## src/rtl/arbitro_mux_rr.sv

```systemverilog
// VC-to-destination arbiter-mux: picks one non-empty VC FIFO per cycle, pops it, and routes
// the word to the destination FIFO selected by its embedded destination field. Optional ARB_STATS_EN adds saturating counters.
module arbitro_mux_rr #(
    parameter int NUM_VC   = 4,
    parameter int NUM_DEST = 4,
    parameter int DATA_W   = 6,
    parameter int DEST_LSB = 4,
    parameter int DEST_W   = 2,
    parameter int ARB_MODE = 1,
    parameter int CNT_W    = 8
) (
    input  logic                       clk,
    input  logic                       reset,
    input  logic [NUM_VC*DATA_W-1:0]   vc_data,
    input  logic [NUM_VC-1:0]          vc_empty,
    input  logic [NUM_DEST-1:0]        dest_afull,
    output logic [NUM_VC-1:0]          vc_pop,
    output logic [NUM_DEST*DATA_W-1:0] d_data,
    output logic [NUM_DEST-1:0]        d_push,
    output logic                       drop_err,
    output logic [NUM_DEST*CNT_W-1:0]  d_count,
    output logic [CNT_W-1:0]           drop_count
);

    localparam int VC_IDX_W = (NUM_VC > 1) ? $clog2(NUM_VC) : 1;
    localparam logic [VC_IDX_W-1:0] LAST_VC = VC_IDX_W'(NUM_VC - 1);

    logic [VC_IDX_W-1:0]        rr_ptr;
    logic [VC_IDX_W-1:0]        grant_idx;
    logic [VC_IDX_W-1:0]        scan_idx;
    logic [VC_IDX_W-1:0]        in_flight_vc;
    logic                       grant_valid;
    logic                       in_flight_valid;
    logic                       stall;
    logic [DATA_W-1:0]          flight_word;
    logic [DEST_W-1:0]          flight_dest;
    logic                       dest_ok;
    logic [NUM_DEST-1:0]        push_next;
    logic [NUM_DEST*DATA_W-1:0] data_next;

    // Any almost-full destination freezes all pops; the 2-entry margin absorbs the in-flight word.
    assign stall = |dest_afull;

    always_comb begin
        grant_valid = 1'b0;
        grant_idx   = '0;
        scan_idx    = rr_ptr;
        if (!reset && !stall) begin
            if (ARB_MODE == 0) begin
                for (int i = NUM_VC - 1; i >= 0; i--) begin
                    if (!vc_empty[i]) begin
                        grant_valid = 1'b1;
                        grant_idx   = VC_IDX_W'(i);
                    end
                end
            end else begin
                // Scan starts just after the last winner so every VC gets a turn.
                for (int k = 0; k < NUM_VC; k++) begin
                    scan_idx = (scan_idx == LAST_VC) ? '0 : scan_idx + 1'b1;
                    if (!grant_valid && !vc_empty[scan_idx]) begin
                        grant_valid = 1'b1;
                        grant_idx   = scan_idx;
                    end
                end
            end
        end
    end

    always_comb begin
        vc_pop = '0;
        if (grant_valid) begin
            vc_pop[grant_idx] = 1'b1;
        end
    end

    // The popped VC presents its word one cycle later; pick that lane and decode the destination.
    always_comb begin
        flight_word = '0;
        for (int i = 0; i < NUM_VC; i++) begin
            if (in_flight_vc == VC_IDX_W'(i)) begin
                flight_word = vc_data[i*DATA_W +: DATA_W];
            end
        end
        flight_dest = flight_word[DEST_LSB +: DEST_W];
        dest_ok     = (32'(flight_dest) < 32'(NUM_DEST));
    end

    always_comb begin
        push_next = '0;
        data_next = '0;
        for (int k = 0; k < NUM_DEST; k++) begin
            if (in_flight_valid && dest_ok && (32'(flight_dest) == 32'(k))) begin
                push_next[k]                  = 1'b1;
                data_next[k*DATA_W +: DATA_W] = flight_word;
            end
        end
    end

    always_ff @(posedge clk) begin
        if (reset) begin
            rr_ptr          <= LAST_VC;
            in_flight_valid <= 1'b0;
            in_flight_vc    <= '0;
            d_push          <= '0;
            d_data          <= '0;
            drop_err        <= 1'b0;
        end else begin
            in_flight_valid <= grant_valid;
            in_flight_vc    <= grant_idx;
            if (grant_valid) begin
                rr_ptr <= grant_idx;
            end
            d_push   <= push_next;
            d_data   <= data_next;
            drop_err <= in_flight_valid && !dest_ok;
        end
    end

`ifdef ARB_STATS_EN
    logic [CNT_W-1:0] d_cnt_q [NUM_DEST];
    logic [CNT_W-1:0] drop_cnt_q;

    // Counters advance together with the registered push/drop so they match the visible outputs.
    always_ff @(posedge clk) begin
        if (reset) begin
            for (int k = 0; k < NUM_DEST; k++) begin
                d_cnt_q[k] <= '0;
            end
            drop_cnt_q <= '0;
        end else begin
            for (int k = 0; k < NUM_DEST; k++) begin
                if (push_next[k] && (d_cnt_q[k] != '1)) begin
                    d_cnt_q[k] <= d_cnt_q[k] + 1'b1;
                end
            end
            if (in_flight_valid && !dest_ok && (drop_cnt_q != '1)) begin
                drop_cnt_q <= drop_cnt_q + 1'b1;
            end
        end
    end

    always_comb begin
        d_count = '0;
        for (int k = 0; k < NUM_DEST; k++) begin
            d_count[k*CNT_W +: CNT_W] = d_cnt_q[k];
        end
    end

    assign drop_count = drop_cnt_q;
`else
    assign d_count    = '0;
    assign drop_count = '0;
`endif

endmodule

```

## config.mk

```make
export PLATFORM = sky130hd
export DESIGN_NAME = arbitro_mux_rr
export DESIGN_NICKNAME = d
export VERILOG_FILES = /design/src/rtl/arbitro_mux_rr.sv
export SDC_FILE = /design/constraint.sdc
export NUM_CORES = 1
export LEC_CHECK = 0
export BUFFER_PORTS_ARGS = -buffer_cell sky130_fd_sc_hd__buf_4
export CAP_MARGIN = 20
export CORE_MARGIN = 5
export CORE_UTILIZATION = 40
export DETAILED_ROUTE_END_ITERATION = 12
export HOLD_SLACK_MARGIN = 0.1
export PLACE_DENSITY = 0.77
export SLEW_MARGIN = 20
export SYNTH_ARGS = -nofsm -noshare
export SYNTH_HDL_FRONTEND = slang
export SYNTH_SLANG_ARGS = --single-unit
```

## constraint.sdc

```tcl
create_clock -name clk -period 1.7 [get_ports clk]
set_input_delay 0.085 -clock clk [delete_from_list [all_inputs] [get_ports clk]]
set_output_delay 0.085 -clock clk [all_outputs]
set_load 0.01 [all_outputs]
```

==> impl_metrics.env, run 1 <==
export IMPL_status="finished with violations"
export IMPL_violations="setup timing"
export IMPL_swShare_pct=24.5
export IMPL_rsz0062_at_grt="true"
export IMPL_cap_violations=0
export IMPL_fillCellCount=342
export IMPL_mostFrequentLayoutCell="buf_4"
export IMPL_ys_seq_area_share_pct=41.8
export IMPL_seqPwrFrac_pct=51.0
export IMPL_cp_end_kind="output port"
export IMPL_synth_top_cell_area_share_pct=41.8
export IMPL_yosys_area_top_type="dfxtp_1"
export IMPL_cts_max_path_buffers=2
export IMPL_dr_pass1_iters=4
export IMPL_clock_sinks=33
export IMPL_cts_tree="built"
export IMPL_synthTopCellsByArea="dfxtp_1 42%, buf_4 19%, mux4_1 6.7%"
export IMPL_grt_pass1_vias=1175
export IMPL_die_area_mm2=0.00531
export IMPL_routedWlPerCell_um=13.6
export IMPL_grt_use_met2_pct=24.5
export IMPL_peakVddDrop_mv=0.263
export IMPL_std_cell_rows=22
export IMPL_cts_root_buf="clkbuf_8"
export IMPL_clkTransAtPathRegs_ps=60
export IMPL_grt_max_degree=11
export IMPL_synth_edf_count=0
export IMPL_synth_seq_cells=33
export IMPL_crit_path_start="rr_ptr[0]"
export IMPL_setup_viol_count_final=4
export IMPL_async_flop_share_pct=0
export IMPL_hold_class="input port to flop"
export IMPL_via_per_inst=4.37
export IMPL_netlist_area_mm2=0.00158
export IMPL_slew_violations=0
export IMPL_hold_start="reset"
export IMPL_top_usage_layer="met2"
export IMPL_cts_buffers=5
export IMPL_comb_power_share_pct=13.7
export IMPL_numPortBuffers=65
export IMPL_track_usage_pct=14.3
export IMPL_pwr_share_clk_pct=35.3
export IMPL_grt_pass1_wl_um=5690
export IMPL_start_kind="flop"
export IMPL_syn2layout_area_growth_pct=39.4
export IMPL_fin_ws_ps=-109
export IMPL_hold_ws_ps=190
export IMPL_timing_final_crit_period_ps=1810
export IMPL_crit_type="flop to output port"
export IMPL_use_met1_pct=15.9
export IMPL_drc=0
export IMPL_globalplace_congestion=0.877
export IMPL_drt_wl_total_um=3830
export IMPL_hold_viol_final=0
export IMPL_yosys_warnings=0
export IMPL_worstPathRequired_ps=1620
export IMPL_start_util_pct=42.2
export IMPL_drive_gt1_share_pct=40.6
export IMPL_dpl_hpwl_um=2900
export IMPL_ys_types=35
export IMPL_power_leakage_nw=1.04
export IMPL_critPathArrivalTime_ps=1720
export IMPL_cts_max_level=2
export IMPL_skew_ps=3.57
export IMPL_grt_util_met3_pct=5.23
export IMPL_coreArea_mm2=0.00374
export IMPL_fmaxAchievable_mhz=553
export IMPL_synthCells=150
export IMPL_nets=268
export IMPL_final_util_pct=58.9
export IMPL_avgSynthCellArea_um2=10.5
export IMPL_p_int_mw=1.16
export IMPL_diodes=0
export IMPL_path_max_fanout=4
export IMPL_final_cell_mix="70 x buf_4, 45 x conb_1, 30 x dfxtp_1"
export IMPL_finalCritPeriodShare_pct=106
export IMPL_worst_r2r_startpoint="in_flight_vc[0]"
export IMPL_drtIter0Drc=47
export IMPL_insertion_delay_ps=280
export IMPL_grt_ovfl_total=0
export IMPL_via_count=1231
export IMPL_ys_flop_type="dfxtp_1"
export IMPL_p_sw_mw=0.377
export IMPL_die_height_um=72.9
export IMPL_io_pins=107
export IMPL_die_w_um=72.9
export IMPL_antenna_found_initial=0
export IMPL_pwr_density_cell_mw_per_mm2=698
export IMPL_drtAntennaViolNets=0
[worst max-delay path, stage by stage (launching register included)]
cell       delay (ps)
dfxtp_2           340
ha_4              300
nor4_4             40
o2bb2ai_2         130
a311oi_2          290
and3_1            240
buf_6             110
[layer usage]
layer,part of all wire [%],up-vias
li1,-,599
met1,36,545
met2,49,81
met3,14,6
met4,1.4,0
met5,0,-
[worst paths after layout]
| path | endpoint | slack [ps] | depth (start not counted) |
|---|---|---|---|
| setup reg to reg | d_data[14] | 140 | 4 |
| hold / removal | d_data[23] | 190 | 3 |
| setup / recovery | vc_pop[3] | -110 | 6 |
| hold reg to reg | rr_ptr[1] | 510 | 2 |
[metrics by stage]
stage / cells / setup TNS [ps] / power (mW) / setup WS, ps / area (um^2)
3_3_place_gp: 269 / 0 / 0.988 / 12.7 / 2000
3_5_place_dp: 269 / -73.8 / 0.990 / -50.6 / 2000
4_1_cts: 281 / -201 / 1.54 / -92.5 / 2190
6_report: 282 / -257 / 1.54 / -109 / 2200
2_1_floorplan: 194 / 0 / 0.969 / 3.09 / 1750
5_1_grt: 282 / -642 / 1.61 / -183 / 2200
[power by group through the flow]
stage | Sequential [mW] | Combinational [mW] | Clock [mW]
detailed placement | 0.802 | 0.188 | 0
floorplan | 0.805 | 0.163 | 0
global placement | 0.802 | 0.186 | 0
finish | 0.785 | 0.210 | 0.543
global route | 0.785 | 0.229 | 0.598
CTS | 0.785 | 0.203 | 0.553
[cell type report]
class / instances / area (um^2) / share of cell area (%)
clock buffer: 6 / 72.6 / 3.29
tap: 48 / 60.1 / 2.73
sequential: 33 / 664 / 30.2
multi-input combinational: 115 / 813 / 36.9
inverter: 4 / 15.0 / 0.681
clock inverter: 2 / 10.0 / 0.454
timing repair buffer: 74 / 568 / 25.8
[cells in the mapped netlist (all sizes together), types with 3 or more instances]
library cell and count:
mux4 6, o21ai 3, nand2b 3, a21oi 4
buf 42, dfxtp 33, inv 4, and2 16
nor3 4, nor4b 3, nor2 7
[what timing repair did]
item                       in CTS  in global routing
setup buffers                   2                  1
hold endpoints to repair        4                  0
pin swaps                      10                  3
setup endpoints to repair       4                  9
cloned                          0                  0
gates resized for setup        15                  2
hold buffers                    2                  0
[logic make-up after synthesis]
logic type	Yosys count	share of synthesized area, %
AOI/OAI and AO/OA	19	8.47
adders and majority gates	1	0.792
other	1	0.237
DFF	33	41.8
and+or+nand+nor	44	18.1
muxes	6	9.50
buffers and inverters	46	21.1
[state kept, by name, summed over array words and instances, names as in the netlist]
signal and flops:
d_data 24, d_push 4, in_flight_vc 2, rr_ptr 2, in_flight_valid 1
(Power assumes the default switching activity.)
==> run 2: changes to the inputs <==
--- a/config.mk
+++ b/config.mk
@@ -11,7 +11,7 @@
 export CORE_UTILIZATION = 40
 export DETAILED_ROUTE_END_ITERATION = 12
 export HOLD_SLACK_MARGIN = 0.1
-export PLACE_DENSITY = 0.77
+export PLACE_DENSITY_LB_ADDON = 0.1
 export SLEW_MARGIN = 20
 export SYNTH_ARGS = -nofsm -noshare
 export SYNTH_HDL_FRONTEND = slang
==> impl_metrics.env, run 2 (synthesis gave the netlist of run 1 again) <==
export IMPL_status="finished with violations"
export IMPL_violations="setup timing"
export IMPL_cts_max_path_buffers=2
export IMPL_skew_ps=3.48
export IMPL_syn2layout_area_growth_pct=44.0
export IMPL_r2r_end="rr_ptr[0]"
export IMPL_top_regs="d_data (24), d_push (4)"
export IMPL_fin_ws_ps=-145
export IMPL_drive_gt1_share_pct=44.1
export IMPL_largest_reg_flops=24
export IMPL_crit_type="flop to output port"
export IMPL_start_util_pct=42.2
export IMPL_rsz0062_at_grt="true"
export IMPL_globalplace_congestion=0.827
export IMPL_final_cells=284
export IMPL_critPathArrivalTime_ps=1760
export IMPL_die_height_um=72.9
export IMPL_peakVddDrop_mv=0.288
export IMPL_via_per_inst=4.32
export IMPL_path_delay_family="compound AO/OA/AOI/OAI gates"
export IMPL_cts_buffers=5
export IMPL_cp_end_kind="output port"
export IMPL_hold_start="reset"
export IMPL_insertion_delay_ps=280
export IMPL_placed_area_mm2=0.00203
export IMPL_numPortBuffers=65
export IMPL_power_leakage_nw=1.06
export IMPL_path_common_cell="buf_4"
export IMPL_worst_r2r_startpoint="rr_ptr[0]"
export IMPL_final_cell_mix="71 x buf_4, 45 x conb_1, 31 x dfxtp_1"
export IMPL_die_w_um=72.9
export IMPL_nets=270
export IMPL_cts_max_level=2
export IMPL_grt_pass1_vias=1263
export IMPL_hold_viol_final=0
export IMPL_cap_violations=0
export IMPL_rr_worst_depth=8
export IMPL_track_usage_pct=13.8
export IMPL_die_area_mm2=0.00531
export IMPL_path_cells="ha_4 > buf_6 > nor2_2 > o21a_1 > o211ai_1 > buf_4 > a21oi_1 > buf_4"
export IMPL_drtAntennaViolNets=0
export IMPL_antenna_found_initial=0
export IMPL_dpl_worst_slack_ps=-39.5
export IMPL_mostFrequentLayoutCell="buf_4"
export IMPL_timing_final_crit_period_ps=1850
export IMPL_cts_root_buf="clkbuf_8"
export IMPL_crit_cells=8
export IMPL_coreArea_mm2=0.00374
export IMPL_hold_ws_ps=210
export IMPL_dpl_hpwl_um=3050
export IMPL_cts_tree="built"
export IMPL_via_count=1226
export IMPL_clock_sinks=33
export IMPL_dp_cells=272
export IMPL_std_cell_rows=22
export IMPL_setup_viol_count_final=5
export IMPL_post_route_cell_area_mm2=0.00228
export IMPL_total_power_mw=1.57
export IMPL_fmaxAchievable_mhz=542
export IMPL_worstPathRequired_ps=1620
export IMPL_finalCritPeriodShare_pct=109
export IMPL_start_kind="flop"
export IMPL_grt_pass1_wl_um=5750
export IMPL_slew_violations=0
export IMPL_diodes=0
export IMPL_grt_ovfl_total=0
export IMPL_drt_wl_total_um=3680
export IMPL_routedWlPerCell_um=13.0
export IMPL_whs_endpoint="d_push[2]"
export IMPL_pwr_density_cell_mw_per_mm2=688
export IMPL_path_max_fanout=4
export IMPL_grt_max_degree=12
export IMPL_drc=0
export IMPL_fillCellCount=343
export IMPL_final_util_pct=60.8
export IMPL_whs_path_depth=3
export IMPL_r2r_slack_ps=-30
export IMPL_max_stage_delay_ps=360
export IMPL_regMostFlops="d_data"
export IMPL_hold_class="input port to flop"
export IMPL_crit_slowest_cell="dfxtp_2"
export IMPL_io_pins=107
export IMPL_crit_buf_inv=3
export IMPL_dr_pass1_iters=3
export IMPL_clkTransAtPathRegs_ps=60
export IMPL_drtIter0Drc=44
export IMPL_final_setup_tns_ps=-544
-- run 2: layout make-up --
type                            instances  area (um^2)  area share [%]
Clock buffer                            5         68.8            3.02
Clock inverter                          3         17.5           0.770
Inverter                                4         15.0           0.660
Multi-Input combinational cell        115          865            38.0
Sequential cell                        33          663            29.1
Tap cell                               48         60.1            2.64
Timing Repair Buffer                   76          587            25.8
-- run 2: where the power goes --
part	switching, mW	internal (mW)	total (mW)	leakage [nW]
Combinational	0.124	0.106	0.229	0.751
Sequential	0.00377	0.782	0.785	0.267
Clock	0.269	0.282	0.551	0.0439
-- run 2: tightest hold or removal path, stage by stage --
cell,delay [ps]
buf_4,110
nand3b_1,140
nor2_1,90
-- run 2: worst max-delay path by stage --
stage | slack [ps] | start | end
after floorplan | 3 | rr_ptr[0] | vc_pop[1]
after global placement | 10 | rr_ptr[0] | vc_pop[1]
after detailed placement | -40 | rr_ptr[0] | vc_pop[2]
after CTS | -110 | rr_ptr[1] | vc_pop[0]
after global routing | -200 | rr_ptr[0] | vc_pop[0]
final | -150 | rr_ptr[0] | vc_pop[0]
-- run 2: what timing repair did --
item,4_1_cts,5_1_grt
hold buffers,2,0
endpoints found under the setup margin,4,5
setup buffers,1,1
pin swaps,10,5
hold endpoints to repair,4,0
resized for setup,25,1
-- run 2: routing by layer --
layer | track usage, % | vias to the layer above | wire length [um]
met2 | 23.0 | 70 | 1820
li1 | - | 602 | -
met3 | 6.20 | 2 | 467
met4 | 2.66 | 0 | 18
met1 | 16.4 | 552 | 1380
met5 | 0 | - | 0
